File: src/rtl/op_link_rst_ctrl.sv
// Optical link reset controller: per-channel transmitter-disable pulse sequencer
// with settle holdoff, completion strobe and saturating reset-event counters.
module op_link_rst_ctrl #(
    parameter int NCHAN     = 2,
    parameter int CNT_W     = 12,
    parameter int PULSE_DUR = 4000,
    parameter int HOLDOFF   = 16
) (
    input  logic                 CLK,
    input  logic                 RST_B,
    input  logic                 STRTUP_OP_RST,
    input  logic [NCHAN-1:0]     OP_RST,
    input  logic [NCHAN-1:0]     CHAN_EN,
    input  logic                 CLR_CNT,
    output logic [NCHAN-1:0]     TDIS,
    output logic                 ANY_TDIS,
    output logic [NCHAN-1:0]     BUSY,
    output logic [NCHAN-1:0]     DONE,
    output logic [8*NCHAN-1:0]   EVT_CNT
);

    typedef enum logic [1:0] {
        ST_IDLE    = 2'd0,
        ST_TX_DIS  = 2'd1,
        ST_HOLDOFF = 2'd2,
        ST_WAIT    = 2'd3
    } state_t;

    localparam logic [CNT_W-1:0] PULSE_LAST   = CNT_W'(PULSE_DUR - 1);
    localparam logic [CNT_W-1:0] HOLDOFF_LAST = CNT_W'(HOLDOFF - 1);
    localparam bit               HAS_HOLDOFF  = (HOLDOFF > 0);

    for (genvar i = 0; i < NCHAN; i++) begin : g_chan
        state_t           state_r;
        logic [CNT_W-1:0] cnt_r;
        logic [7:0]       evt_r;
        logic             tdis_r;
        logic             done_r;
        logic             req_s;
        logic             start_s;

        assign req_s   = CHAN_EN[i] & (STRTUP_OP_RST | OP_RST[i]);
        assign start_s = (state_r == ST_IDLE) && req_s;

        // Channel sequencer: pulse, optional settle, then park until the request drops.
        always_ff @(posedge CLK or negedge RST_B) begin
            if (!RST_B) begin
                state_r <= ST_IDLE;
                cnt_r   <= {CNT_W{1'b0}};
                tdis_r  <= 1'b0;
                done_r  <= 1'b0;
            end else begin
                done_r <= 1'b0;
                case (state_r)
                    ST_IDLE: begin
                        if (req_s) begin
                            state_r <= ST_TX_DIS;
                            cnt_r   <= {CNT_W{1'b0}};
                            tdis_r  <= 1'b1;
                        end
                    end
                    ST_TX_DIS: begin
                        if (cnt_r == PULSE_LAST) begin
                            cnt_r  <= {CNT_W{1'b0}};
                            tdis_r <= 1'b0;
                            if (HAS_HOLDOFF) begin
                                state_r <= ST_HOLDOFF;
                            end else begin
                                done_r  <= 1'b1;
                                state_r <= req_s ? ST_WAIT : ST_IDLE;
                            end
                        end else begin
                            cnt_r <= cnt_r + CNT_W'(1);
                        end
                    end
                    ST_HOLDOFF: begin
                        if (cnt_r == HOLDOFF_LAST) begin
                            cnt_r   <= {CNT_W{1'b0}};
                            done_r  <= 1'b1;
                            state_r <= req_s ? ST_WAIT : ST_IDLE;
                        end else begin
                            cnt_r <= cnt_r + CNT_W'(1);
                        end
                    end
                    ST_WAIT: begin
                        if (!req_s) begin
                            state_r <= ST_IDLE;
                        end
                    end
                    default: begin
                        state_r <= ST_IDLE;
                        cnt_r   <= {CNT_W{1'b0}};
                        tdis_r  <= 1'b0;
                    end
                endcase
            end
        end

        // Event counter: a clear coinciding with a new start leaves exactly one event.
        always_ff @(posedge CLK or negedge RST_B) begin
            if (!RST_B) begin
                evt_r <= 8'd0;
            end else if (CLR_CNT) begin
                evt_r <= start_s ? 8'd1 : 8'd0;
            end else if (start_s && (evt_r != 8'hFF)) begin
                evt_r <= evt_r + 8'd1;
            end else begin
                evt_r <= evt_r;
            end
        end

        assign TDIS[i]         = tdis_r;
        assign DONE[i]         = done_r;
        assign BUSY[i]         = (state_r != ST_IDLE);
        assign EVT_CNT[8*i +: 8] = evt_r;
    end

    assign ANY_TDIS = |TDIS;

endmodule
File: config.mk
export PLATFORM = sky130hd
export DESIGN_NAME = op_link_rst_ctrl
export DESIGN_NICKNAME = d
export VERILOG_FILES = /design/src/rtl/op_link_rst_ctrl.sv
export SDC_FILE = /design/constraint.sdc
export NUM_CORES = 1
export LEC_CHECK = 0
export CORE_ASPECT_RATIO = 1.5
export CORE_MARGIN = 2
export CORE_UTILIZATION = 45
export DETAILED_ROUTE_END_ITERATION = 16
export MAX_ROUTING_LAYER = met4
export PLACE_DENSITY = 0.73
export SYNTH_ARGS = -nofsm -noshare
export SYNTH_HDL_FRONTEND = slang
export SYNTH_SLANG_ARGS = --single-unit
export TNS_END_PERCENT = 5
File: constraint.sdc
create_clock -name CLK -period 2.5 [get_ports CLK]
set_clock_uncertainty 0.15 [all_clocks]
set_input_delay 0.5 -clock CLK [delete_from_list [all_inputs] [get_ports CLK]]
set_output_delay 0.5 -clock CLK [all_outputs]
set_load 0.01 [all_outputs]
==> summary.md <==
| Metric | Value |
|---|---|
| Status | finished clean |
| Total wire length | 5.80 mm |
| Drt first pass iters | 5 |
| Clock sinks | 48 |
| DRC viols | 0 |
| Clk root buf | clkbuf_8 |
| Worst Setup Start Kind | register |
| Synthesis-to-layout area growth | 18.2% |
| Syn. warnings | 0 |
| Clock transition at path regs | 0.10 ns |
| IO Port Bufs | 30 |
| Cell row count | 35 |
| Grt ovf | 0 |
| Leakage power | 1.41 nW |
| Slew margin rel. | 59.0% |
| Worst flop-to-flop path startpoint | g_chan[1].cnt_r[8] |
| Total setup buffers inserted after CTS | 0 |
| DR iter-0 viols | 126 |
| Via count | 2,356 |
| Final worst slack | 0.106 ns |
| RSZ-0062 raised after global routing | no |
| Hold Crit Class | primary input to asynchronous set/reset pin |
| Post-DR vias/cell | 5.73 |
| CP arrival | 1.74 ns |
| Pin count of the biggest net entering global routing | 49 |
| Critical Path Max Stage Delay | 0.55 ns |
| First-pass GRT wire length | 10.2 mm |
| Worst r2r path cells | 5 |
| Average wire per standard cell | 14.1 um |
| CTS Buf Count | 5 |
| Fmax | 0.418 GHz |
| Crit. End Element | output port |
| Slew @ Worst Pin | 0.615 ns |
| GRT Total Usage | 19.6% |
| Commonest non-fill, non-tap cell in the layout | dfrtp_1 |
| Sum of negative setup slack | 0 ns |
| Required time of the critical path | 1.85 ns |
| CP top delay family | buffers and inverters |
| # diodes | 0 |
| Post-layout power | 0.00277 W |
| Routability Congestion | 0.838 |
| Post-synthesis cell area | 2790 um^2 |
| Post-CTS resize count | 0 |
| Commonest non-fill, non-tap cells in the layout | 48 x dfrtp_1, 31 x nand2_1, 29 x clkdlybuf4s50_1, 23 x nor2_1, 20 x o21ai_0 |
| CP max FO | 5 |
| CTS tree | yes |
| Syn Area/Cell | 9.27 um^2 |
| Die ar. | 6860 um^2 |
| Die Width | 68.3 um |
| Antenna violations before repair | 0 |
| Number of synthesized register bits | 48 |
| Cells after synthesis | 301 |
| Crit Path Class | register to output port |
| H-tree levels | 2 |
| Max VDD drop | 0.355 mV |
| Vias in the first global route | 2,299 |
| Worst-skew pair later-pin latency | 0.31 ns |
| Reg-to-reg critical path endpoint | g_chan[1].cnt_r[5] |
| Hold_buf cts | 0 |
| Place WS | 0.102 ns |
| Seq/Total Area, Yosys | 43.0% |
| Final hold violations | 0 |
| Setup violations, final | 0 |
| Worst Path Buf+Inv | 3 |
| Unique cell type count in the Yosys netlist | 55 |
| CTS max path bufs | 2 |
| Initial Utilization | 45.9% |
| Number of synthesized flops with an enable pin | 0 |
| Dpl hpwl | 4.25 mm |
| Final Net Count | 356 |
| Die H | 100 um |
| Net Count, Synth | 321 |
| Final Max Tran Viols | 0 |
| Number of I/O pins | 31 |
| Reg2reg setup slack | 0.34 ns |
| Core Region | 6090 um^2 |
| Post-layout util | 54.2% |
| Share of layout cells above drive strength 1 | 7.72% |
| Top cell by count, worst path | inv_1 |
| Ys flop type | dfrtp_1 |
| Async set-reset flop share out of synthesis | 100% |
| Crit path cell chain | inv_1 > ha_1 > inv_1 > clkdlybuf4s50_1 |
| Pwr dens | 841 nW/um^2 |
| Crit-path slowest cell | clkdlybuf4s50_1 |
| Hold WS | 0.113 ns |
| Setup crit start | g_chan[0].state_r[0] |
| Max-cap viol count | 0 |
| Tmin final | 2.39 ns |
| Final ANT Viol Nets | 0 |
| Period utilization | 95.8% |
==> layer usage <==
metal  vias up  wire length [um]  global-route usage (%)
met3         7               175                    2.79
met1      1130              2470                    22.4
met4         0                79                    6.46
met2        47              3080                    34.3
li1       1172                 -                       -
met5         -                 0                       -
==> per-stage QoR <==
stage               area, um^2  std cells
floorplan                 2790        301
global route              3300        411
finish                    3300        411
detailed placement        3180        403
CTS                       3300        411
global placement          3180        403
==> report_power, final <==
| part | internal [W] | switching, W | leakage, nW |
|---|---|---|---|
| sequential | 0.000865 | 0.0000890 | 0.650 |
| clock | 0.000301 | 0.000279 | 0.0583 |
| combinational | 0.000506 | 0.000732 | 0.698 |
==> worst max path at each step <==
stage / to / slack [ns] / cells past startpoint
after detailed placement: g_chan[0].cnt_r[10] / 0.10 / 6
final: BUSY[0] / 0.11 / 4
after floorplan: g_chan[1].cnt_r[8] / 0.50 / 6
after global placement: g_chan[1].cnt_r[6] / 0.12 / 7
after CTS: BUSY[0] / 0.1 / 4
after global routing: BUSY[0] / 0.05 / 4
==> synthesized netlist by cell type (3+ instances only) <==
cell	number	share of area (%)
inv_1	13	1.7
a21oi_1	15	2.7
dfrtp_1	48	43
and2_1	4	0.90
xnor2_1	4	1.3
a21o_1	4	1.1
ha_1	12	5.4
a211oi_1	3	0.81
o211ai_1	3	0.81
nand2_1	31	4.2
a31oi_1	5	1.1
nand3_1	12	2.2
nor2b_1	5	1.1
o31ai_1	5	1.3
clkbuf_1	4	0.54
o21ai_0	20	3.6
and3_1	4	0.90
nor3_1	5	0.90
nand2b_1	4	0.90
or2_2	3	0.67
nor2_1	23	3.1
and4_1	4	1.3
o21a_1	3	0.81
a22o_1	5	1.6
nand4_1	11	2.5
xor2_1	10	3.1
buf_4	4	1.1
==> cells by family (layout without fill, tap and decap cells) <==
logic type               after synthesis  after routing  synth area share [%]
XOR/XNOR                              14             14                  4.39
AND/OR/NAND/NOR                      116            116                  21.3
buffers and inverters                 24             60                  4.08
adder cells (fa/ha/maj)               12             12                  5.38
AO/OA/AOI/OAI                         85             85                  21.1
flip-flops                            48             48                  43.0
multiplexers                           2              2                 0.717
==> sequential cells by signal, indices dropped and copies added, names as in the netlist <==
signal,flops
g_chan.evt_r,16
g_chan.tdis_r,2
g_chan.cnt_r,24
g_chan.state_r,4
g_chan.done_r,2
==> final cells by class <==
type | instances | area [um^2]
inverters | 13 | 48.8
clock inverters | 3 | 47.5
repair buffers | 39 | 363
fillers | 568 | 2790
clock buffers | 5 | 68.8
multi-input cells | 229 | 1480
flip-flops and latches | 48 | 1200
well taps | 74 | 92.6
Note: power is estimated with default switching activity, not from simulation.
